## src/rtl/regfile_wb_arb_if.sv

```systemverilog
// Write-side bus of the register-file writeback arbiter: pipeline writeback,
// long-latency result handshake, issue tracking, scoreboard and regfile port.
interface regfile_wb_arb_if;
  logic        wb_we;
  logic [4:0]  wb_wa;
  logic [31:0] wb_wd;
  logic        ll_valid;
  logic        ll_ready;
  logic [4:0]  ll_wa;
  logic [31:0] ll_wd;
  logic        issue_valid;
  logic [4:0]  issue_wa;
  logic [31:0] busy_mask;
  logic        sb_err;
  logic        wb_stall_req;
  logic        rfwe;
  logic [4:0]  rfwa;
  logic [31:0] rfwd;

  modport master (
    output wb_we, wb_wa, wb_wd, ll_valid, ll_wa, ll_wd, issue_valid, issue_wa,
    input  ll_ready, busy_mask, sb_err, wb_stall_req, rfwe, rfwa, rfwd
  );

  modport slave (
    input  wb_we, wb_wa, wb_wd, ll_valid, ll_wa, ll_wd, issue_valid, issue_wa,
    output ll_ready, busy_mask, sb_err, wb_stall_req, rfwe, rfwa, rfwd
  );
endinterface

```

## src/rtl/regfile_wb_arb.sv

```systemverilog
// Sole owner of the regfile write port: pipeline writeback wins, long-latency
// results queue in a FIFO. Optional starvation guard under WB_STARVE_GUARD_EN.
module regfile_wb_arb #(
  parameter int LL_DEPTH   = 4,
  parameter int STARVE_MAX = 8
) (
  input logic             cpu_clk_50M,
  input logic             cpu_rst_n,
  regfile_wb_arb_if.slave bus
);
  localparam int          AW       = $clog2(LL_DEPTH);
  localparam logic [AW:0] FULL_CNT = (AW+1)'(LL_DEPTH);

  typedef struct packed {
    logic [4:0]  wa;
    logic [31:0] wd;
  } ll_ent_t;

  ll_ent_t       mem [LL_DEPTH];
  ll_ent_t       head;
  logic [AW-1:0] wr_ptr, rd_ptr;
  logic [AW:0]   count;
  logic          pipe_wr, push, pop, empty;
  logic [31:0]   busy, busy_nxt, set_mask, clr_mask;
  logic          sb_hit, sb_err_q;
  logic          rfwe_q;
  logic [4:0]    rfwa_q;
  logic [31:0]   rfwd_q;
  logic          stall_q;

  assign head    = mem[rd_ptr];
  assign empty   = (count == '0);
  assign pipe_wr = bus.wb_we && (bus.wb_wa != 5'd0);
  assign push    = bus.ll_valid && bus.ll_ready;
  // Pop decision uses the pre-push count, so a fresh entry never bypasses.
  assign pop     = !pipe_wr && !empty;

  assign bus.ll_ready     = (count != FULL_CNT);
  assign bus.busy_mask    = busy;
  assign bus.sb_err       = sb_err_q;
  assign bus.wb_stall_req = stall_q;
  assign bus.rfwe         = rfwe_q;
  assign bus.rfwa         = rfwa_q;
  assign bus.rfwd         = rfwd_q;

  always_ff @(posedge cpu_clk_50M) begin
    if (push) mem[wr_ptr] <= '{wa: bus.ll_wa, wd: bus.ll_wd};
  end

  always_ff @(posedge cpu_clk_50M or negedge cpu_rst_n) begin
    if (!cpu_rst_n) begin
      wr_ptr <= '0;
      rd_ptr <= '0;
      count  <= '0;
    end else begin
      if (push) wr_ptr <= wr_ptr + AW'(1);
      if (pop)  rd_ptr <= rd_ptr + AW'(1);
      case ({push, pop})
        2'b10:   count <= count + (AW+1)'(1);
        2'b01:   count <= count - (AW+1)'(1);
        default: count <= count;
      endcase
    end
  end

  always_ff @(posedge cpu_clk_50M or negedge cpu_rst_n) begin
    if (!cpu_rst_n) begin
      rfwe_q <= 1'b0;
      rfwa_q <= '0;
      rfwd_q <= '0;
    end else if (pipe_wr) begin
      rfwe_q <= 1'b1;
      rfwa_q <= bus.wb_wa;
      rfwd_q <= bus.wb_wd;
    end else if (pop && head.wa != 5'd0) begin
      rfwe_q <= 1'b1;
      rfwa_q <= head.wa;
      rfwd_q <= head.wd;
    end else begin
      rfwe_q <= 1'b0;
      rfwa_q <= '0;
      rfwd_q <= '0;
    end
  end

  // Set beats clear on the same bit; r0 never tracked.
  always_comb begin
    set_mask = '0;
    clr_mask = '0;
    if (bus.issue_valid && bus.issue_wa != 5'd0) set_mask = 32'd1 << bus.issue_wa;
    if (pop) clr_mask = 32'd1 << head.wa;
    busy_nxt = ((busy & ~clr_mask) | set_mask) & ~32'd1;
    sb_hit   = |(set_mask & busy & ~clr_mask);
  end

  always_ff @(posedge cpu_clk_50M or negedge cpu_rst_n) begin
    if (!cpu_rst_n) begin
      busy     <= '0;
      sb_err_q <= 1'b0;
    end else begin
      busy <= busy_nxt;
      if (sb_hit) sb_err_q <= 1'b1;
    end
  end

`ifdef WB_STARVE_GUARD_EN
  localparam int          SW         = $clog2(STARVE_MAX + 1);
  localparam logic [SW-1:0] STARVE_TOP = SW'(STARVE_MAX);

  logic [SW-1:0] starve, starve_nxt;

  always_comb begin
    starve_nxt = starve;
    if (empty || pop)              starve_nxt = '0;
    else if (starve != STARVE_TOP) starve_nxt = starve + SW'(1);
  end

  // Flop tracks (starve == STARVE_TOP) exactly, without a compare glitch.
  always_ff @(posedge cpu_clk_50M or negedge cpu_rst_n) begin
    if (!cpu_rst_n) begin
      starve  <= '0;
      stall_q <= 1'b0;
    end else begin
      starve  <= starve_nxt;
      stall_q <= (starve_nxt == STARVE_TOP);
    end
  end
`else
  assign stall_q = 1'b0;
`endif

endmodule

```

## src/flat_wrapper.sv

```systemverilog
// flat-port wrapper written by rule: the top's interface ports become plain ports
module regfile_wb_arb_flat 
#(
  parameter int LL_DEPTH   = 4,
  parameter int STARVE_MAX = 8
)
  (cpu_clk_50M, cpu_rst_n, bus_wb_we, bus_wb_wa, bus_wb_wd, bus_ll_valid, bus_ll_wa, bus_ll_wd, bus_issue_valid, bus_issue_wa, bus_ll_ready, bus_busy_mask, bus_sb_err, bus_wb_stall_req, bus_rfwe, bus_rfwa, bus_rfwd);
  regfile_wb_arb_if bus_i ();
  input logic cpu_clk_50M;
  input logic cpu_rst_n;
  input wire logic [$bits(bus_i.wb_we)-1:0] bus_wb_we;
  input wire logic [$bits(bus_i.wb_wa)-1:0] bus_wb_wa;
  input wire logic [$bits(bus_i.wb_wd)-1:0] bus_wb_wd;
  input wire logic [$bits(bus_i.ll_valid)-1:0] bus_ll_valid;
  input wire logic [$bits(bus_i.ll_wa)-1:0] bus_ll_wa;
  input wire logic [$bits(bus_i.ll_wd)-1:0] bus_ll_wd;
  input wire logic [$bits(bus_i.issue_valid)-1:0] bus_issue_valid;
  input wire logic [$bits(bus_i.issue_wa)-1:0] bus_issue_wa;
  output wire logic [$bits(bus_i.ll_ready)-1:0] bus_ll_ready;
  output wire logic [$bits(bus_i.busy_mask)-1:0] bus_busy_mask;
  output wire logic [$bits(bus_i.sb_err)-1:0] bus_sb_err;
  output wire logic [$bits(bus_i.wb_stall_req)-1:0] bus_wb_stall_req;
  output wire logic [$bits(bus_i.rfwe)-1:0] bus_rfwe;
  output wire logic [$bits(bus_i.rfwa)-1:0] bus_rfwa;
  output wire logic [$bits(bus_i.rfwd)-1:0] bus_rfwd;
  assign bus_i.wb_we = bus_wb_we;
  assign bus_i.wb_wa = bus_wb_wa;
  assign bus_i.wb_wd = bus_wb_wd;
  assign bus_i.ll_valid = bus_ll_valid;
  assign bus_i.ll_wa = bus_ll_wa;
  assign bus_i.ll_wd = bus_ll_wd;
  assign bus_i.issue_valid = bus_issue_valid;
  assign bus_i.issue_wa = bus_issue_wa;
  assign bus_ll_ready = bus_i.ll_ready;
  assign bus_busy_mask = bus_i.busy_mask;
  assign bus_sb_err = bus_i.sb_err;
  assign bus_wb_stall_req = bus_i.wb_stall_req;
  assign bus_rfwe = bus_i.rfwe;
  assign bus_rfwa = bus_i.rfwa;
  assign bus_rfwd = bus_i.rfwd;
  regfile_wb_arb #(.LL_DEPTH(LL_DEPTH), .STARVE_MAX(STARVE_MAX)) u_core (.cpu_clk_50M(cpu_clk_50M), .cpu_rst_n(cpu_rst_n), .bus(bus_i));
endmodule
```

## config.mk

```make
export PLATFORM = sky130hd
export DESIGN_NAME = regfile_wb_arb_flat
export DESIGN_NICKNAME = d
export VERILOG_FILES = /design/src/rtl/regfile_wb_arb_if.sv /design/src/rtl/regfile_wb_arb.sv /design/src/flat_wrapper.sv
export SDC_FILE = /design/constraint.sdc
export NUM_CORES = 1
export LEC_CHECK = 0
export BUFFER_PORTS_ARGS = -buffer_cell sky130_fd_sc_hd__buf_2
export CAP_MARGIN = 10
export CORE_ASPECT_RATIO = 0.8
export CORE_MARGIN = 1
export CORE_UTILIZATION = 60
export CTS_BUF_LIST = sky130_fd_sc_hd__clkbuf_16
export CTS_CLUSTER_DIAMETER = 100
export DETAILED_ROUTE_END_ITERATION = 10
export PLACE_DENSITY = 0.95
export RECOVER_POWER = 100
export SETUP_SLACK_MARGIN = 0.02
export SLEW_MARGIN = 20
export SYNTH_ARGS = -nofsm -noshare
export SYNTH_HDL_FRONTEND = slang
export SYNTH_SLANG_ARGS = --single-unit
export TNS_END_PERCENT = 100
```

## constraint.sdc

```tcl
create_clock -name cpu_clk_50M -period 4.5 [get_ports cpu_clk_50M]
set_input_delay 0.45 -clock cpu_clk_50M [delete_from_list [all_inputs] [get_ports cpu_clk_50M]]
set_output_delay 0.45 -clock cpu_clk_50M [all_outputs]
set_load 0.1 [all_outputs]
```

* Word-level counts from Yosys, hierarchy flattened
Memories as Yosys holds them, arrays and structs flattened.
Cells that the tools add are included.
** Operators by class
- Equality and inequality tests :: 3
- Add/subtract/negate cells :: 4
- Reduce and logical (&&, ||, !) cells :: 13
- Bitwise logic cells :: 5
- Shift-type cells :: 2
- Mux-type cells :: 11
** Operators by type and width (count)
- 32-bit two-way mux :: 4
- 32-bit AND :: 3
- 1-bit by 5-bit << shifter with 32-bit output, first input constant :: 2
- 32-bit inverter :: 1
- 32-bit bitwise OR :: 1
- 32-bit OR reduction :: 1
- 5-bit nonzero test :: 3
- 5-bit two-way mux :: 2
- 3-bit one-hot mux with 2 select lines :: 1
- 1-bit logical AND :: 5
- 2-bit by 1-bit adder with 2-bit output, second input constant :: 2
- 1-bit two-way mux :: 4
- 3-bit by 1-bit adder with 3-bit output, second input constant :: 1
- 3-bit logical NOT :: 1
- 3-bit inequality test, second input constant :: 1
- 3-bit by 1-bit subtractor with 3-bit output, second input constant :: 1
- 2-bit by 1-bit == test with 1-bit output, second input constant :: 1
- 2-bit == test, second input constant :: 1
- 1-bit logical NOT :: 2
- 2-bit nonzero test :: 1
** Word-level totals
- Memory bits (writable) :: 148
- Memories kept :: 1
- Output and inout port bits :: 73
- Logic and storage cells :: 47
- Register bits :: 77
- Input bits :: 84
** Memories
- u_core.mem :: words 4, width 37, read ports 1, clocked after Yosys merged registers in 0, write ports 1, line regfile_wb_arb.sv:19 : ll_ent_t mem [LL_DEPTH];

* Logic depth before layout (Yosys ltp)
- Word-level depth :: 8
- Gate-level depth with buffers :: 10
- Mapped depth without buffers :: 10

* Least setup slack after synthesis
No wires, ideal clock.
- Path type :: reg2reg
- From :: register u_core.count[0]
- To :: register u_core.count[2]
- Buffers on the path :: 0
- Setup time :: 0.079 ns
- Data arrival time :: 2.833 ns
- Clock period less this slack :: 2.913 ns
- Required time :: 4.421 ns
- Cell stages (with the launch flop) :: 11
- Setup slack :: 1.587 ns
- Cells stage by stage :: dfrtp_1 inv_1 nand3_1 and2_1 inv_1 ha_1 inv_1 fa_1 xor2_1 nor2_1 xor2_1
** On the way
- Elaborated cells on any way between the ends :: 11
- Those cells by class :: add/sub: 2; eq/ne: 3; mux: 1; reduce/logical: 5
** RTL lines
- start, declared :: line regfile_wb_arb.sv:22 : logic [AW:0] count;
- start signal, assigned :: line regfile_wb_arb.sv:59 : 2'b10: count <= count + (AW+1)'(1);
- start signal, assigned :: line regfile_wb_arb.sv:60 : 2'b01: count <= count - (AW+1)'(1);
- start signal, assigned :: line regfile_wb_arb.sv:61 : default: count <= count;
- 3-bit inequality test (*) :: line regfile_wb_arb.sv:38 : assign bus.ll_ready = (count != FULL_CNT);
- net bus_ll_ready :: line flat_wrapper.sv:19 : output wire logic [$bits(bus_i.ll_ready)-1:0] bus_ll_ready;
- 1-bit logical AND (*) :: line regfile_wb_arb.sv:34 : assign push = bus.ll_valid && bus.ll_ready;
- 2-bit by 1-bit == test with 1-bit output or 2-bit == test (tied branches) :: line regfile_wb_arb.sv:58 : case ({push, pop})
- 3-bit one-hot mux with 2 select lines or 2-bit nonzero test (tied branches)
Mark *: on every way through the listed nets, which the timed path passes. The rest lies on a longest branch.
A chain may end at the register's enable or synchronous reset.

* Worst setup path in the final report
- From :: register u_core.rd_ptr[1]
- To :: register u_core.rfwd_q[30], in the netlist u_core.bus.rfwd[30]
** On the way
- Cells in the longest elaborated chain, start to end :: 5
** Ends and longest elaborated chain
- start, declared :: line regfile_wb_arb.sv:21 : logic [AW-1:0] wr_ptr, rd_ptr;
- start signal, assigned :: line regfile_wb_arb.sv:57 : if (pop) rd_ptr <= rd_ptr + AW'(1);
- memory read 4 x 37 bit (*)
- 5-bit nonzero test :: line regfile_wb_arb.sv:75 : end else if (pop && head.wa != 5'd0) begin
- 1-bit logical AND :: line regfile_wb_arb.sv:75
- 32-bit two-way mux (*) :: line regfile_wb_arb.sv:75
- 32-bit two-way mux (*) :: line regfile_wb_arb.sv:71 : end else if (pipe_wr) begin
- end signal, assigned :: line regfile_wb_arb.sv:74 : rfwd_q <= bus.wb_wd;
- end signal, assigned :: line regfile_wb_arb.sv:78 : rfwd_q <= head.wd;
- end, declared :: line regfile_wb_arb.sv:28 : logic [31:0] rfwd_q;
Mark *: on every way between the ends. The rest lies on a longest branch, timed or not.

==> run_results.csv <==
group,metric,value,unit
worst_setup_path,crit_path_max_fanout,27,
worst_setup_path,crit_path_start_kind,"flip-flop",
route,drc_errors,22,
synthesis,syn_area_per_cell,15.4,um2
worst_setup_path,cp_cell_sequence,"buf_4 -> mux4_1 -> nor2_1 -> nand2_1 -> o21ai_2 -> buf_4 -> o21ai_0",
worst_setup_path,cp.required,4870,ps
status,violations,"DRC, capacitance limit, slew limit",
route,avgRoutedWirePerCell,22.7,um
timing,finalHoldViolCount,0,
layout,final_core_util,72.2,%
floorplanning,die_h,111,um
worst_setup_path,slowest_stage,"dfrtp_1",
floorplanning,core,14400,um2
placed_design,place.gp.congestion,0.900,
clock_network,cts_made_buffers,22,
clock_network,cts_resized,0,
global_route,gr-total-overflow,0,
clock_network,cts_setup_buffers,0,
clock_network,cts_buffer_depth,3,
route,drtAntennaViolNets,0,
clock_network,cts_sinks,225,
timing,rsz0062_at_grt,"no",
placed_design,postPlaceCellArea,9900,um2
clock_network,clk_latency,510,ps
timing,setup_tns,0,ps
worst_setup_path,critPathKind,"reg2reg",
worst_setup_path,rr_worst_depth,7,
floorplanning,initial_core_util,62.1,%
clock_network,cts_tree,"built",
power,peakVddDrop,0.000504,V
clock_network,htreeDepth,1,
route,dr.pass1.iters,8,
synthesis,synth_cells,581,
global_route,grt_pass1_vias,5992,
power,pwr_density_cell,796,nW/um2
synthesis,synth_edf_count,148,
timing,setup_viol,0,
clock_network,clkTransAtPathRegs,60,ps
power,p_leak,3.94,nW
global_route,grtUsageTotal,29.1,%
global_route,antenna_found_initial,1,
timing,maxSlewHeadroom,-41.2,%
synthesis,synthDistinctLibCells,54,
route,vias_per_cell,6.18,
layout,area_growth,16.2,%
timing,clock.fmax,299,MHz
synthesis,synthFlopType,"edfxtp_1",
route,drt_iter0_markers,623,
placed_design,dp_hpwl,13900,um
timing,drv_slew,178,
run,maxCapViolCount,5,
synthesis,synth_seq_area_share,71.2,%
timing,worst_slew_pin_slew,2120,ps
worst_setup_path,cpMostUsedCell,"buf_4",
synthesis,yosysWarnings,0,
layout,drive_gt1_share,15.6,%
timing,finalClockSkew,12.3,ps
worst_setup_path,critPathArrivalTime,3710,ps
timing,min_period,3340,ps
timing,period_share,74.2,%
synthesis,syn-cell-area,8950,um2
route,wirelength,21400,um
layout,fin_area,10400,um2
floorplanning,pin_count,157,
floorplanning,die_area,15400,um2
route,vias,5827,
global_route,grt_max_degree,78,
synthesis,synthArstFlopShare,34.2,%
layout,nets,832,
placed_design,io_buffers,154,
layout,final_cell_mix,"edfxtp_1, clkbuf_1, o21ai_0",
floorplanning,rows,39,
floorplanning,die_x,139,um
layout,nFillCells,945,
worst_setup_path,r2r-end,"u_core.bus.rfwd[30]$_DFF_PN0_",
worst_setup_path,slowest_delay,790,ps
worst_setup_path,reg2reg_slack,1160,ps
synthesis,ys_seq_elements,225,
status,status,"finished, violations left",
layout,final_common_cell,"edfxtp_1",
clock_network,root_buffer,"clkbuf_16",
clock_network,hold_buffers,0,
power,p_total,8.27,mW
hold_path,hp-class,"in2async",
global_route,grt_first_pass_wirelength,33300,um
timing,whs,7.74,ps
worst_setup_path,r2r_start,"u_core.rd_ptr[1]$_DFFE_PN0P_",
worst_setup_path,endpoint_kind,"flip-flop",
power by group:
group / total (mW) / internal [mW] / switching, mW
Combinational: 3.55 / 0.699 / 2.85
Clock: 1.65 / 0.892 / 0.755
Sequential: 3.08 / 2.79 / 0.292
Total: 8.27 / 4.38 / 3.89
stage by stage:
| stage | instances | setup slack, ps |
|---|---|---|
| 6_report | 943 | 1160 |
| 4_1_cts | 942 | 1360 |
| 3_5_place_dp | 902 | 1380 |
| 2_1_floorplan | 582 | 1590 |
| 3_3_place_gp | 902 | 1470 |
| 5_1_grt | 943 | 813 |
cell families (layout without fill, tap and decap cells):
group,count (synthesis),after routing,share of synthesized area [%]
flip-flops,225,225,71.2
AO/OA/AOI/OAI,132,132,9.13
AND/OR/NAND/NOR,104,104,5.51
buffers and inverters,70,246,3.15
multiplexers,37,37,9.44
adder cells (fa/ha/maj),6,6,0.923
XOR/XNOR,6,6,0.588
other,1,3,0.0419
cell type report:
type                    instances  area, um2  area share [%]
clock buffers                  22        551            5.30
flip-flops and latches        225       6370            61.3
well taps                     184        230            2.22
repair buffers                159        672            6.47
inverters                      47        176            1.70
clock inverters                18       91.3           0.879
diodes                          1       2.50          0.0241
multi-input cells             287       2300            22.1
cells in the mapped netlist, drive strengths merged, types with 3 or more instances:
cell type | count | area [um2]
a22o | 5 | 43.8
a311oi | 5 | 43.8
a31oi | 6 | 37.5
and2 | 5 | 31.3
and3 | 5 | 31.3
buf | 9 | 52.5
clkbuf | 14 | 52.6
dfrtp | 77 | 1930
edfxtp | 148 | 4440
ha | 5 | 62.6
inv | 47 | 176
mux4 | 37 | 845
nand2 | 59 | 226
nand2b | 3 | 18.8
nand3 | 9 | 45.0
nor2 | 6 | 22.5
nor2b | 6 | 37.5
o2111ai | 3 | 26.3
o21ai | 85 | 425
o21bai | 3 | 22.5
o22ai | 5 | 31.3
xnor2 | 3 | 26.3
xor2 | 3 | 26.3
flip-flops by register name, indices dropped and copies added, names as in the netlist:
register              cells
u_core.bus.rfwa           5
u_core.count              3
u_core.bus.busy_mask     31
u_core.bus.rfwd          32
u_core.mem              148
u_core.wr_ptr             2
u_core.bus.rfwe           1
u_core.bus.sb_err         1
u_core.rd_ptr             2
how the worst max path moves through the flow:
| stage | slack [ps] | endpoint | from |
|---|---|---|---|
| finish | 1160 | u_core.bus.rfwd[30]$_DFF_PN0_ | u_core.rd_ptr[1]$_DFFE_PN0P_ |
| global route | 810 | u_core.bus.rfwd[30]$_DFF_PN0_ | u_core.rd_ptr[0]$_DFFE_PN0P_ |
| CTS | 1360 | u_core.bus.rfwd[30]$_DFF_PN0_ | u_core.rd_ptr[0]$_DFFE_PN0P_ |
| detailed placement | 1380 | u_core.bus.rfwd[30]$_DFF_PN0_ | u_core.rd_ptr[0]$_DFFE_PN0P_ |
| global placement | 1470 | u_core.bus.sb_err$_DFFE_PN0P_ | u_core.rd_ptr[0]$_DFFE_PN0P_ |
| floorplan | 1590 | u_core.count[2]$_DFFE_PN0P_ | u_core.count[0]$_DFFE_PN0P_ |
metal layers:
metal  track usage (%)  vias up  share of wire (%)
li1                  -     2509                  -
met1              37.4     2892                 39
met2              47.9      363                 48
met3              6.35       63                9.1
met4              13.6        0                3.9
met5                 0        -                  0
worst max-delay path: cells and delay by family (launching register included):
kind | cells | cell delay [ps]
and+or+nand+nor | 2 | 340
AOI/OAI and AO/OA | 2 | 700
muxes | 1 | 500
buffers and inverters | 2 | 850
DFF | 1 | 790
Power figures use the tool's default switching activity.
